==> src/rtl/de_hazard_scoreboard_pkg.sv <==
// de_hazard_scoreboard_pkg: shared widths and types for the DE hazard scoreboard
package de_hazard_scoreboard_pkg;
  localparam int SB_CNT_BITS = 2;
  localparam int SB_CNT_MAX  = (1 << SB_CNT_BITS) - 1;
  localparam int REGNOBITS   = 5;
  localparam int REGWORDS    = 32;
  typedef logic [SB_CNT_BITS-1:0] sb_cnt_t;
  typedef logic [REGNOBITS-1:0]   reg_idx_t;
endpackage

==> src/rtl/de_hazard_scoreboard_ctr.sv <==
// sb_pending_ctr: up/down pending-write counter that clamps at zero and flags underflow
module sb_pending_ctr
  import de_hazard_scoreboard_pkg::*;
(
  input  logic       clk,
  input  logic       reset,
  input  logic       inc,
  input  logic [1:0] dec2,
  output sb_cnt_t    cnt,
  output logic       nz,
  output logic       full,
  output logic       underflow
);
  sb_cnt_t cnt_q, cnt_d;
  logic signed [SB_CNT_BITS+1:0] nxt;
  // net change; a negative result clamps to zero and reports underflow
  always_comb begin
    nxt = $signed({2'b00, cnt_q}) + $signed({{(SB_CNT_BITS+1){1'b0}}, inc})
        - $signed({{SB_CNT_BITS{1'b0}}, dec2});
    underflow = nxt[SB_CNT_BITS+1];
    cnt_d = underflow ? '0 : nxt[SB_CNT_BITS-1:0];
  end
  // counter state
  always_ff @(posedge clk) cnt_q <= reset ? '0 : cnt_d;
  assign cnt  = cnt_q;
  assign nz   = |cnt_q;
  assign full = cnt_q == sb_cnt_t'(SB_CNT_MAX);
endmodule

==> src/rtl/de_hazard_scoreboard.sv <==
// de_hazard_scoreboard: tracks in-flight reg/CSR writes between DE issue and WB and drives the DE stall
module de_hazard_scoreboard
  import de_hazard_scoreboard_pkg::*;
(
  input  logic                clk,
  input  logic                reset,
  input  logic                issue_valid,
  input  logic [4:0]          issue_rs1,
  input  logic                issue_rs1_use,
  input  logic [4:0]          issue_rs2,
  input  logic                issue_rs2_use,
  input  logic                issue_wr_reg,
  input  logic [4:0]          issue_rd,
  input  logic                issue_wr_csr,
  input  logic                issue_rd_csr,
  input  logic                kill_valid,
  input  logic                kill_wr_reg,
  input  logic [4:0]          kill_rd,
  input  logic                kill_wr_csr,
  input  logic                wb_wr_reg,
  input  logic [4:0]          wb_rd,
  input  logic                wb_wr_csr,
  output logic                stall_DE,
  output logic                issue_fire,
  output logic [REGWORDS-1:0] busy_vec,
  output logic                csr_busy,
  output logic                err_underflow,
  output logic [31:0]         stall_cycles
);
  sb_cnt_t             cnt [REGWORDS];
  logic [REGWORDS-1:0] nz, full, uf;
  sb_cnt_t             csr_cnt;
  logic                csr_nz, csr_full, csr_uf;
  logic                rs1_hz, rs2_hz, waw_hz, csr_hz;
  logic                err_q, err_d;
  logic [31:0]         stall_cycles_q, stall_cycles_d;

  for (genvar r = 0; r < REGWORDS; r++) begin : g_reg
    if (r == 0) begin : g_x0
      assign cnt[r]  = '0;
      assign nz[r]   = 1'b0;
      assign full[r] = 1'b0;
      assign uf[r]   = 1'b0;
    end else begin : g_ctr
      sb_pending_ctr u_ctr (
        .clk      (clk),
        .reset    (reset),
        .inc      (issue_fire & issue_wr_reg & (issue_rd == reg_idx_t'(r))),
        .dec2     (2'(wb_wr_reg & (wb_rd == reg_idx_t'(r)))
                 + 2'(kill_valid & kill_wr_reg & (kill_rd == reg_idx_t'(r)))),
        .cnt      (cnt[r]),
        .nz       (nz[r]),
        .full     (full[r]),
        .underflow(uf[r])
      );
    end
  end

  sb_pending_ctr u_csr_ctr (
    .clk      (clk),
    .reset    (reset),
    .inc      (issue_fire & issue_wr_csr),
    .dec2     (2'(wb_wr_csr) + 2'(kill_valid & kill_wr_csr)),
    .cnt      (csr_cnt),
    .nz       (csr_nz),
    .full     (csr_full),
    .underflow(csr_uf)
  );

  // hazards; a WB retiring the last pending write releases the operand in the same cycle,
  // and a WB retire on a saturated counter frees a slot for a same-cycle issue
  always_comb begin
    rs1_hz = issue_rs1_use & (issue_rs1 != '0) & nz[issue_rs1]
           & !(wb_wr_reg & (wb_rd == issue_rs1) & (cnt[issue_rs1] == sb_cnt_t'(1)));
    rs2_hz = issue_rs2_use & (issue_rs2 != '0) & nz[issue_rs2]
           & !(wb_wr_reg & (wb_rd == issue_rs2) & (cnt[issue_rs2] == sb_cnt_t'(1)));
    waw_hz = issue_wr_reg & (issue_rd != '0) & full[issue_rd] & !(wb_wr_reg & (wb_rd == issue_rd));
    csr_hz = (issue_rd_csr & csr_nz & !(wb_wr_csr & (csr_cnt == sb_cnt_t'(1))))
           | (issue_wr_csr & csr_full & !wb_wr_csr);
    stall_DE = issue_valid & (rs1_hz | rs2_hz | waw_hz | csr_hz);
    issue_fire = issue_valid & !stall_DE;
    err_d = err_q | (|uf) | csr_uf;
    stall_cycles_d = stall_cycles_q + 32'(stall_DE);
  end

  // sticky underflow flag and stall perf counter
  always_ff @(posedge clk) begin
    err_q          <= reset ? 1'b0 : err_d;
    stall_cycles_q <= reset ? '0 : stall_cycles_d;
  end

  assign busy_vec      = nz;
  assign csr_busy      = csr_nz;
  assign err_underflow = err_q;
  assign stall_cycles  = stall_cycles_q;
endmodule

==> config.mk <==
export PLATFORM = sky130hd
export DESIGN_NAME = de_hazard_scoreboard
export DESIGN_NICKNAME = d
export VERILOG_FILES = /design/src/rtl/de_hazard_scoreboard_pkg.sv /design/src/rtl/de_hazard_scoreboard_ctr.sv /design/src/rtl/de_hazard_scoreboard.sv
export SDC_FILE = /design/constraint.sdc
export NUM_CORES = 1
export LEC_CHECK = 0
export BUFFER_PORTS_ARGS = -buffer_cell sky130_fd_sc_hd__buf_4
export CORE_AREA = 2 2 127 129
export DETAILED_ROUTE_END_ITERATION = 10
export DIE_AREA = 0 0 129 131
export MAX_ROUTING_LAYER = met4
export PLACE_DENSITY = 0.8
export SETUP_SLACK_MARGIN = 0.15
export SLEW_MARGIN = 25
export SYNTH_ARGS = -nofsm -noshare
export SYNTH_HDL_FRONTEND = slang
export SYNTH_SLANG_ARGS = --single-unit
==> constraint.sdc <==
create_clock -name clk -period 6.05 [get_ports clk]
set_clock_uncertainty 0.15 [all_clocks]
set_input_delay 0.9075 -clock clk [delete_from_list [all_inputs] [get_ports clk]]
set_output_delay 0.9075 -clock clk [all_outputs]
set_load 0.05 [all_outputs]
==> results of run 1 <==
## worst min path at each step
stage                                              end  slack (ns)
4_1_cts                     stall_cycles[6]$_SDFF_PP0_        0.36
2_1_floorplan  g_reg[15].g_ctr.u_ctr.cnt[1]$_SDFF_PP0_        0.52
6_report                    stall_cycles[6]$_SDFF_PP0_        0.37
3_5_place_dp                stall_cycles[6]$_SDFF_PP0_        0.35
5_1_grt                    stall_cycles[17]$_SDFF_PP0_        0.41
3_3_place_gp                stall_cycles[6]$_SDFF_PP0_        0.34
## cells in the mapped netlist (28+ instances only)
master / n / area share (%)
a21oi_1: 49 / 2.6
clkbuf_1: 28 / 1.1
mux4_2: 32 / 7.8
buf_4: 32 / 2.6
nor3b_1: 46 / 3.7
nor2_1: 150 / 6.1
nand2_1: 47 / 1.9
dfxtp_1: 97 / 21
fa_1: 32 / 6.9
nor2b_1: 29 / 2.0
inv_1: 106 / 4.3
nor3_1: 73 / 3.9
ha_1: 130 / 18
xor2_1: 55 / 5.2
## registers in the layout, summed over array words and instances (netlist names)
register and flops:
stall_cycles 32, err_underflow 1, u_csr_ctr.cnt 2, g.g_ctr.u_ctr.cnt 62
## logic make-up after synthesis
logic type | count (synthesis) | synth area share [%]
and+or+nand+nor | 442 | 24.1
buffers and inverters | 186 | 9.22
adders and majority gates | 162 | 24.4
DFF | 97 | 20.9
AOI/OAI and AO/OA | 90 | 5.96
xor gates and xnor gates | 71 | 6.70
muxes | 40 | 8.63
other | 1 | 0.0404
## routing by layer
metal | global-route usage, % | wire, µm | part of all wire [%] | vias to the layer above
met5 | - | 0 | 0 | -
met4 | 15.0 | 1110 | 4.2 | 0
li1 | - | - | - | 3742
met3 | 7.37 | 2970 | 11 | 97
met1 | 42.5 | 10700 | 40 | 3822
met2 | 51.5 | 11900 | 45 | 476
## through the flow
step	std cells	hold slack [ns]
2_1_floorplan	1089	0.520
3_3_place_gp	1337	0.340
3_5_place_dp	1337	0.352
4_1_cts	1353	0.364
5_1_grt	1353	0.408
6_report	1353	0.369
## critical path: cells and delay by family
kind / cells / cell delay, ns
AND/OR/NAND/NOR: 6 / 1.44
multiplexers: 2 / 1.05
adder cells (fa/ha/maj): 2 / 0.77
AO/OA/AOI/OAI: 4 / 0.74
buffers and inverters: 3 / 0.68
## report_power, final
part | internal, W | switching (W) | total, W
Combinational | 0.000103 | 0.000192 | 0.000295
Clock | 0.000332 | 0.000301 | 0.000633
Sequential | 0.000647 | 0.0000102 | 0.000657
Total | 0.00108 | 0.000503 | 0.00158
## final cells by class
| type | instances | area [µm²] | share of cell area [%] |
|---|---|---|---|
| Inverter | 111 | 417 | 4.07 |
| Clock inverter | 7 | 92.6 | 0.904 |
| Timing Repair Buffer | 107 | 807 | 7.88 |
| Multi-Input combinational cell | 806 | 6490 | 63.3 |
| Clock buffer | 9 | 225 | 2.20 |
| Tap cell | 216 | 270 | 2.64 |
| Sequential cell | 97 | 1940 | 19.0 |
==> impl_metrics.ini, run 1 <==
[yosys]
synth_edf_count = 0
ys_ff_latch = 97
ys.flop_type = dfxtp_1
synth_cell_types = 53
synthArstFlopShare_pct = 0
yosysSeqAreaShare_pct = 20.9
yosysWarnings = 0
mappedNetlistArea_um2 = 9280
syn_area_per_cell_um2 = 8.53
syn_inst = 1089
synth.net_count = 1289

[power_and_ir_drop]
ir_worst_vdd_uv = 142
power.density_nw_per_um2 = 155
power.total_w = 0.00158
leakage_nw = 4.59

[clock_network]
clk_pin_slew_worst_paths_ns = 0.07
cts_tree = done
cts_buffers = 9
root_buffer = clkbuf_16
cts_hold_buf = 0
clock_latency_ns = 0.37
cts_sinks = 97
post_cts_resized = 0
htreeDepth = 3
postCtsSetupBuffers = 0
cts_max_path_buffers = 2

[final_layout]
fin_util_pct = 65.7
final_cell_mix = nor2_1, ha_1, inv_1, buf_4, dfxtp_1
drive_gt1_share_pct = 15.4
layout.nets = 1332
nFillCells = 1343
syn_to_final_growth_pct = 10.3
design_area_um2 = 10200
final_common_cell = nor2_1
antenna_cells = 0

[min_path]
min_path_cells = 2
worstHoldPathType = reg2reg
min_from = stall_cycles[6]$_SDFF_PP0_

[global_routing]
grtUsageTotal_pct = 33.5
grt_pass1_vias = 7960
grt_pass1_wl_um = 41600
grt-ovfl-total = 0
antenna_found_initial = 0
grt_start_max_net_pins = 98

[critical_path]
cp.arrival_ns = 5.60
reg2reg_from = g_reg[24].g_ctr.u_ctr.cnt[1]$_SDFF_PP0_
crit_path_max_incr_delay_ns = 0.56
cp-endpoint = err_underflow$_SDFF_PP0_
endpoint_kind = flip-flop
r2r_slack_ns = 0.95
crit_slowest_cell = mux4_2
path_max_fanout = 15
path_cells = buf_4 -> inv_2 -> mux4_2 -> mux4_2 -> a211o_1 -> o2111ai_1 -> a211o_1 -> buf_4 -> nor3_1 -> ha_1 -> fa_1 -> nor3b_1 -> nor2_1 -> nor4_1 -> nand2_1 -> nor4_1 -> a21oi_1
r2r_cells = 16
startpoint = issue_rs2[0]
cp-start-kind = input pin
path_class = in2reg
cp.required_ns = 6.12
rr_endpoint = err_underflow$_SDFF_PP0_

[place]
routabilityCongestion = 1.02
hpwl_um = 20800
port_buffers = 104
placed_area_um2 = 9920
post-place-ws_ns = 0.397

[floorplanning]
row_count = 46
start_util_pct = 59.5
pin_count = 106
dieWidth_um = 129
die-height_um = 131
coreArea_um2 = 15600
die_area_um2 = 16900

[sta]
post-route-min-period_ns = 5.53
rsz0062_at_grt = false
setup_viol = 0
tightest_slew_ns = 0.763
setup_tns_ns = 0
finalCritPeriodShare_pct = 91.4
final.setup.worst_slack_ns = 0.523
final-hold-violation-count = 0
fmax_mhz = 181
slew_violations = 0
slew_headroom_pct = 49.1

[drt]
routed_wl_um = 26600
wl_per_cell_um = 19.7
vias_per_cell = 6.01
drtIter0Drc = 650
num_vias = 8137
drc = 0
antenna_left = 0
dr.pass1.iters = 5

[run]
drv_cap = 0

[status]
status = complete, no violations
Note: power is estimated with default switching activity, not from simulation.
==> run 2: changes to the inputs <==
==> constraint.sdc (replaced) <==
create_clock -name clk -period 6.05 [get_ports clk]
set_clock_uncertainty 0.15 [all_clocks]
set_input_delay 1.815 -clock clk [delete_from_list [all_inputs] [get_ports clk]]
set_output_delay 1.815 -clock clk [all_outputs]
set_load 0.05 [all_outputs]
==> run 2 against run 1 <==
Register-to-register slack gained 0.26 ns. First-iteration DRC count is 35% higher. Clock power about the same. Total power grew 3.0%. Count of clock-buffer cells in the layout unchanged. Cell count increased by 5.2%. Global-route usage rose by 0.26 points. Fmax down 6.2%. Combinational power increased by 15%. Sequential power about the same. Critical path type is now in2out. Critical endpoint is now stall_DE. Largest power group unchanged.
==> impl_metrics.ini, run 2 (synthesis results as in run 1) <==
[clock_network]
cts_max_path_buffers = 2
cts_buffers = 9
clk_pin_slew_worst_paths_ns = 0.08
cts_hold_buf = 0
cts_sinks = 97
root_buffer = clkbuf_16
clock_latency_ns = 0.37
cts_tree = done
htreeDepth = 3

[floorplanning]
coreArea_um2 = 15600
dieWidth_um = 129
pin_count = 106
die_area_um2 = 16900
row_count = 46
die-height_um = 131
start_util_pct = 59.5

[sta]
final-hold-violation-count = 0
post-route-min-period_ns = 5.89
slew_violations = 0
slew_headroom_pct = 48.0
rsz0062_at_grt = true
setup_viol = 0
fmax_mhz = 170
tightest_slew_ns = 0.780
finalCritPeriodShare_pct = 97.4
final.setup.worst_slack_ns = 0.157

[final_layout]
largest_register_ff_count = 62
layout.nets = 1402
syn_to_final_growth_pct = 17.9
final_cell_mix = buf_4, nor2_1, ha_1
antenna_cells = 0
final_common_cell = buf_4
fin_util_pct = 70.2
drive_gt1_share_pct = 22.0

[global_routing]
grt-ovfl-total = 0
grt_pass1_vias = 8325
antenna_found_initial = 0
grtUsageTotal_pct = 33.7
grt_start_max_net_pins = 98
grt_pass1_wl_um = 42300

[place]
hpwl_um = 21400
routabilityCongestion = 1.02
post-place-ws_ns = -0.360
port_buffers = 104

[power_and_ir_drop]
seqPwrFrac_pct = 40.3
leakage_nw = 4.96
p_switching_w = 0.000514
power.share.clock_pct = 38.8
p_comb_share_pct = 20.8
ir_worst_vdd_uv = 161
power.density_nw_per_um2 = 149
p_sw_share_pct = 31.5
internal_power_w = 0.00112

[critical_path]
path_max_fanout = 6
r2r_cells = 17
path_class = in2out
r2r_slack_ns = 1.21
reg2reg_from = g_reg[16].g_ctr.u_ctr.cnt[1]$_SDFF_PP0_
cp-start-kind = input pin
cp.arrival_ns = 3.93
cp.required_ns = 4.09
endpoint_kind = primary output
startpoint = issue_rs2[0]

[drt]
dr.pass1.iters = 5
wl_per_cell_um = 19.0
num_vias = 8534
antenna_left = 0
routed_wl_um = 27000
drc = 0
drtIter0Drc = 880
vias_per_cell = 6.00

[run]
drv_cap = 0

[min_path]
min_path_cells = 2
worstHoldPathType = reg2reg
min_from = stall_cycles[13]$_SDFF_PP0_

[status]
status = complete, no violations
run 2: changes by cell type in the layout (fill, tap and decap cells not counted), sizes merged:
cell	delta
inv	-2
buf	+70
clkinvlp	+2
run 2: cell type report:
| class | count | area [µm²] |
|---|---|---|
| clock buffer | 9 | 225 |
| clock inverter | 7 | 100 |
| fill | 1250 | 4650 |
| inverter | 111 | 434 |
| multi-input combinational | 806 | 6590 |
| sequential | 97 | 1940 |
| tap | 216 | 270 |
| timing repair buffer | 177 | 1380 |
run 2: layer usage:
layer | up-vias | track usage, % | wire, µm
li1 | 3888 | - | -
met1 | 4031 | 41.1 | 10600
met2 | 502 | 51.8 | 12300
met3 | 113 | 7.74 | 2760
met4 | 0 | 19.2 | 1410
met5 | - | - | 0
run 2: worst paths after layout:
kind	endpoint
worst max-delay path	stall_DE
worst min-delay path	stall_cycles[13]$_SDFF_PP0_
worst max register to register	err_underflow$_SDFF_PP0_
worst min register to register	stall_cycles[13]$_SDFF_PP0_
run 2: power by group through the flow:
stage	Sequential (W)	Combinational, W	Clock (W)
2_1_floorplan	0.000675	0.000202	0
3_3_place_gp	0.000672	0.000313	0
3_5_place_dp	0.000672	0.000318	0
4_1_cts	0.000657	0.000327	0.000641
5_1_grt	0.000659	0.000361	0.000665
6_report	0.000658	0.000340	0.000634
run 2: worst max-delay path, cell delays in order:
cell	delay, ns
buf_8	0.11
clkinv_8	0.06
mux4_2	0.48
mux4_2	0.47
a211o_1	0.32
o2111ai_2	0.08
a211o_1	0.18
buf_6	0.12
and2_4	0.15
buf_8	0.14
run 2: stage by stage:
stage	hold slack [ns]	cells	area (µm²)	total power, W	TNS, ns
after floorplan	0.520	1089	9290	0.000878	0
after global placement	0.335	1405	10500	0.000984	-0.333
after detailed placement	0.347	1405	10500	0.000990	-0.668
after CTS	0.365	1422	10800	0.00162	0
after global routing	0.386	1423	10900	0.00169	0
final	0.365	1423	10900	0.00163	0
run 2: repair_timing:
action,in CTS,in global routing
gates cloned,0,0
pin swaps,3,11
endpoints found under the setup margin,3,3
resized for setup,11,24
setup buffers,1,1
==> run 3: changes to the inputs <==
--- a/config.mk
+++ b/config.mk
@@ -9,7 +9,6 @@
 export CORE_AREA = 2 2 127 129
 export DETAILED_ROUTE_END_ITERATION = 10
 export DIE_AREA = 0 0 129 131
-export MAX_ROUTING_LAYER = met4
 export PLACE_DENSITY = 0.8
 export SETUP_SLACK_MARGIN = 0.15
 export SLEW_MARGIN = 25
==> run 3 against run 2 <==
Cell count decreased by 0.84%. Via count decreased by 1.8%. Non-clock buffer count decreased by 12. Utilization decreased by 0.48 points. Fmax decreased by 0.12%. Register-to-register slack got worse by 0.04 ns. Die area unchanged. Critical endpoint unchanged. Global-route usage decreased by 1.5 points. Hold slack got worse by 0.0098 ns. Combinational power about the same. Flip-flop and latch count unchanged. Largest cell class unchanged. Sequential share of layout area increased by 0.12 points. Highest routed layer unchanged.
==> impl_metrics.ini, run 3 (synthesis results as in run 1) <==
[power_and_ir_drop]
seqPwrFrac_pct = 40.3
power.density_nw_per_um2 = 150
p_sw_share_pct = 31.7
leakage_nw = 4.91
p_comb_share_pct = 20.6
internal_power_w = 0.00111
power.total_w = 0.00163
power.share.clock_pct = 39.1
p_switching_w = 0.000517
ir_worst_vdd_uv = 141

[sta]
final-hold-violation-count = 0
rsz0062_at_grt = true
holdWs_ns = 0.355
setup_viol = 0
tightest_slew_ns = 0.794
fmax_mhz = 169
finalCritPeriodShare_pct = 97.5
slew_violations = 0
post-route-min-period_ns = 5.90
slew_headroom_pct = 47.1
setup_tns_ns = 0

[final_layout]
syn_to_final_growth_pct = 17.1
largest_register_ff_count = 62
final_cell_mix = buf_4, nor2_1, ha_1
antenna_cells = 0
design_area_um2 = 10900
final_common_cell = buf_4
drive_gt1_share_pct = 21.7
fin_util_pct = 69.7
layout.nets = 1390

[critical_path]
cp.required_ns = 4.09
r2r_slack_ns = 1.17
crit_slowest_cell = mux4_2
path_buf_inv = 4
path_cells = buf_8 -> clkinv_8 -> mux4_2 -> mux4_2 -> a211o_1 -> o2111ai_2 -> a211o_1 -> buf_12 -> and2_4 -> buf_8
cp-start-kind = input pin
cp.arrival_ns = 3.94
endpoint_kind = primary output
crit_path_max_incr_delay_ns = 0.50
path_class = in2out
path_max_fanout = 6
path_delay_family = multiplexers

[place]
hpwl_um = 20900
port_buffers = 104
routabilityCongestion = 1.01
placed_area_um2 = 10400

[drt]
drc = 0
num_vias = 8384
dr.pass1.iters = 8
wl_per_cell_um = 19.2
drtIter0Drc = 928
routed_wl_um = 27100
antenna_left = 0
vias_per_cell = 5.94

[global_routing]
grt_start_max_net_pins = 98
grt_pass1_wl_um = 41400
grtUsageTotal_pct = 32.2
antenna_found_initial = 0
grt-ovfl-total = 0
grt_pass1_vias = 8189

[floorplanning]
start_util_pct = 59.5
pin_count = 106
dieWidth_um = 129
row_count = 46
die-height_um = 131
coreArea_um2 = 15600
die_area_um2 = 16900

[min_path]
worstHoldPathType = reg2reg

[run]
drv_cap = 0

[clock_network]
root_buffer = clkbuf_16
cts_sinks = 97
cts_buffers = 9
htreeDepth = 3
clock_latency_ns = 0.37
cts_tree = done
cts_hold_buf = 0
cts_max_path_buffers = 2
clk_pin_slew_worst_paths_ns = 0.07

[status]
status = complete, no violations
run 3: cell types whose count changed in the layout (fill, tap and decap cells not counted), sizes merged:
cell	previous run	this run
clkinvlp	2	1
buf	177	165
inv	111	112
run 3: worst reg2reg max path: cells and delay by family, from the launching register on:
| kind | cells | cell delay, ns |
|---|---|---|
| and+or+nand+nor | 5 | 0.88 |
| muxes | 2 | 1.01 |
| adders and majority gates | 2 | 0.79 |
| buffers and inverters | 4 | 0.70 |
| AOI/OAI and AO/OA | 5 | 0.70 |
| DFF | 1 | 0.53 |
run 3: area by class of cell:
type	instances	area, µm²
Multi-Input combinational cell	806	6620
Fill cell	1251	4730
Tap cell	216	270
Timing Repair Buffer	165	1280
Inverter	111	434
Clock buffer	9	225
Sequential cell	97	1940
Clock inverter	7	93.8
run 3: timing repair:
action                     CTS  global route
buffers inserted             2             1
setup endpoints to repair    2             3
hold endpoints to repair     0             0
pin swaps                    2            16
gates resized for setup      8            30
run 3: through the flow:
stage	std cells	setup slack [ns]
2_1_floorplan	1089	0.234
3_3_place_gp	1392	-0.0787
3_5_place_dp	1392	-0.161
4_1_cts	1410	0.149
5_1_grt	1411	0.127
6_report	1411	0.150
run 3: metal layers:
layer  wire length [µm]  track usage [%]
met5                  0                0
met2              12400             53.3
met4               1450             15.9
met1              10400             39.6
met3               2810             7.82
run 3: power groups by stage:
stage | clock (W) | sequential, W | combinational [W]
6_report | 0.000637 | 0.000657 | 0.000337
5_1_grt | 0.000666 | 0.000658 | 0.000357
4_1_cts | 0.000638 | 0.000656 | 0.000318
3_5_place_dp | 0 | 0.000671 | 0.000309
3_3_place_gp | 0 | 0.000671 | 0.000306
2_1_floorplan | 0 | 0.000675 | 0.000202
run 3: final timing paths:
path                                                              start                         end  depth (start not counted)
worst min register to register               stall_cycles[6]$_SDFF_PP0_  stall_cycles[6]$_SDFF_PP0_                          2
worst min-delay path                         stall_cycles[6]$_SDFF_PP0_  stall_cycles[6]$_SDFF_PP0_                          2
worst max register to register  g_reg[16].g_ctr.u_ctr.cnt[1]$_SDFF_PP0_    err_underflow$_SDFF_PP0_                         18
worst max-delay path                                       issue_rs2[0]                    stall_DE                         10
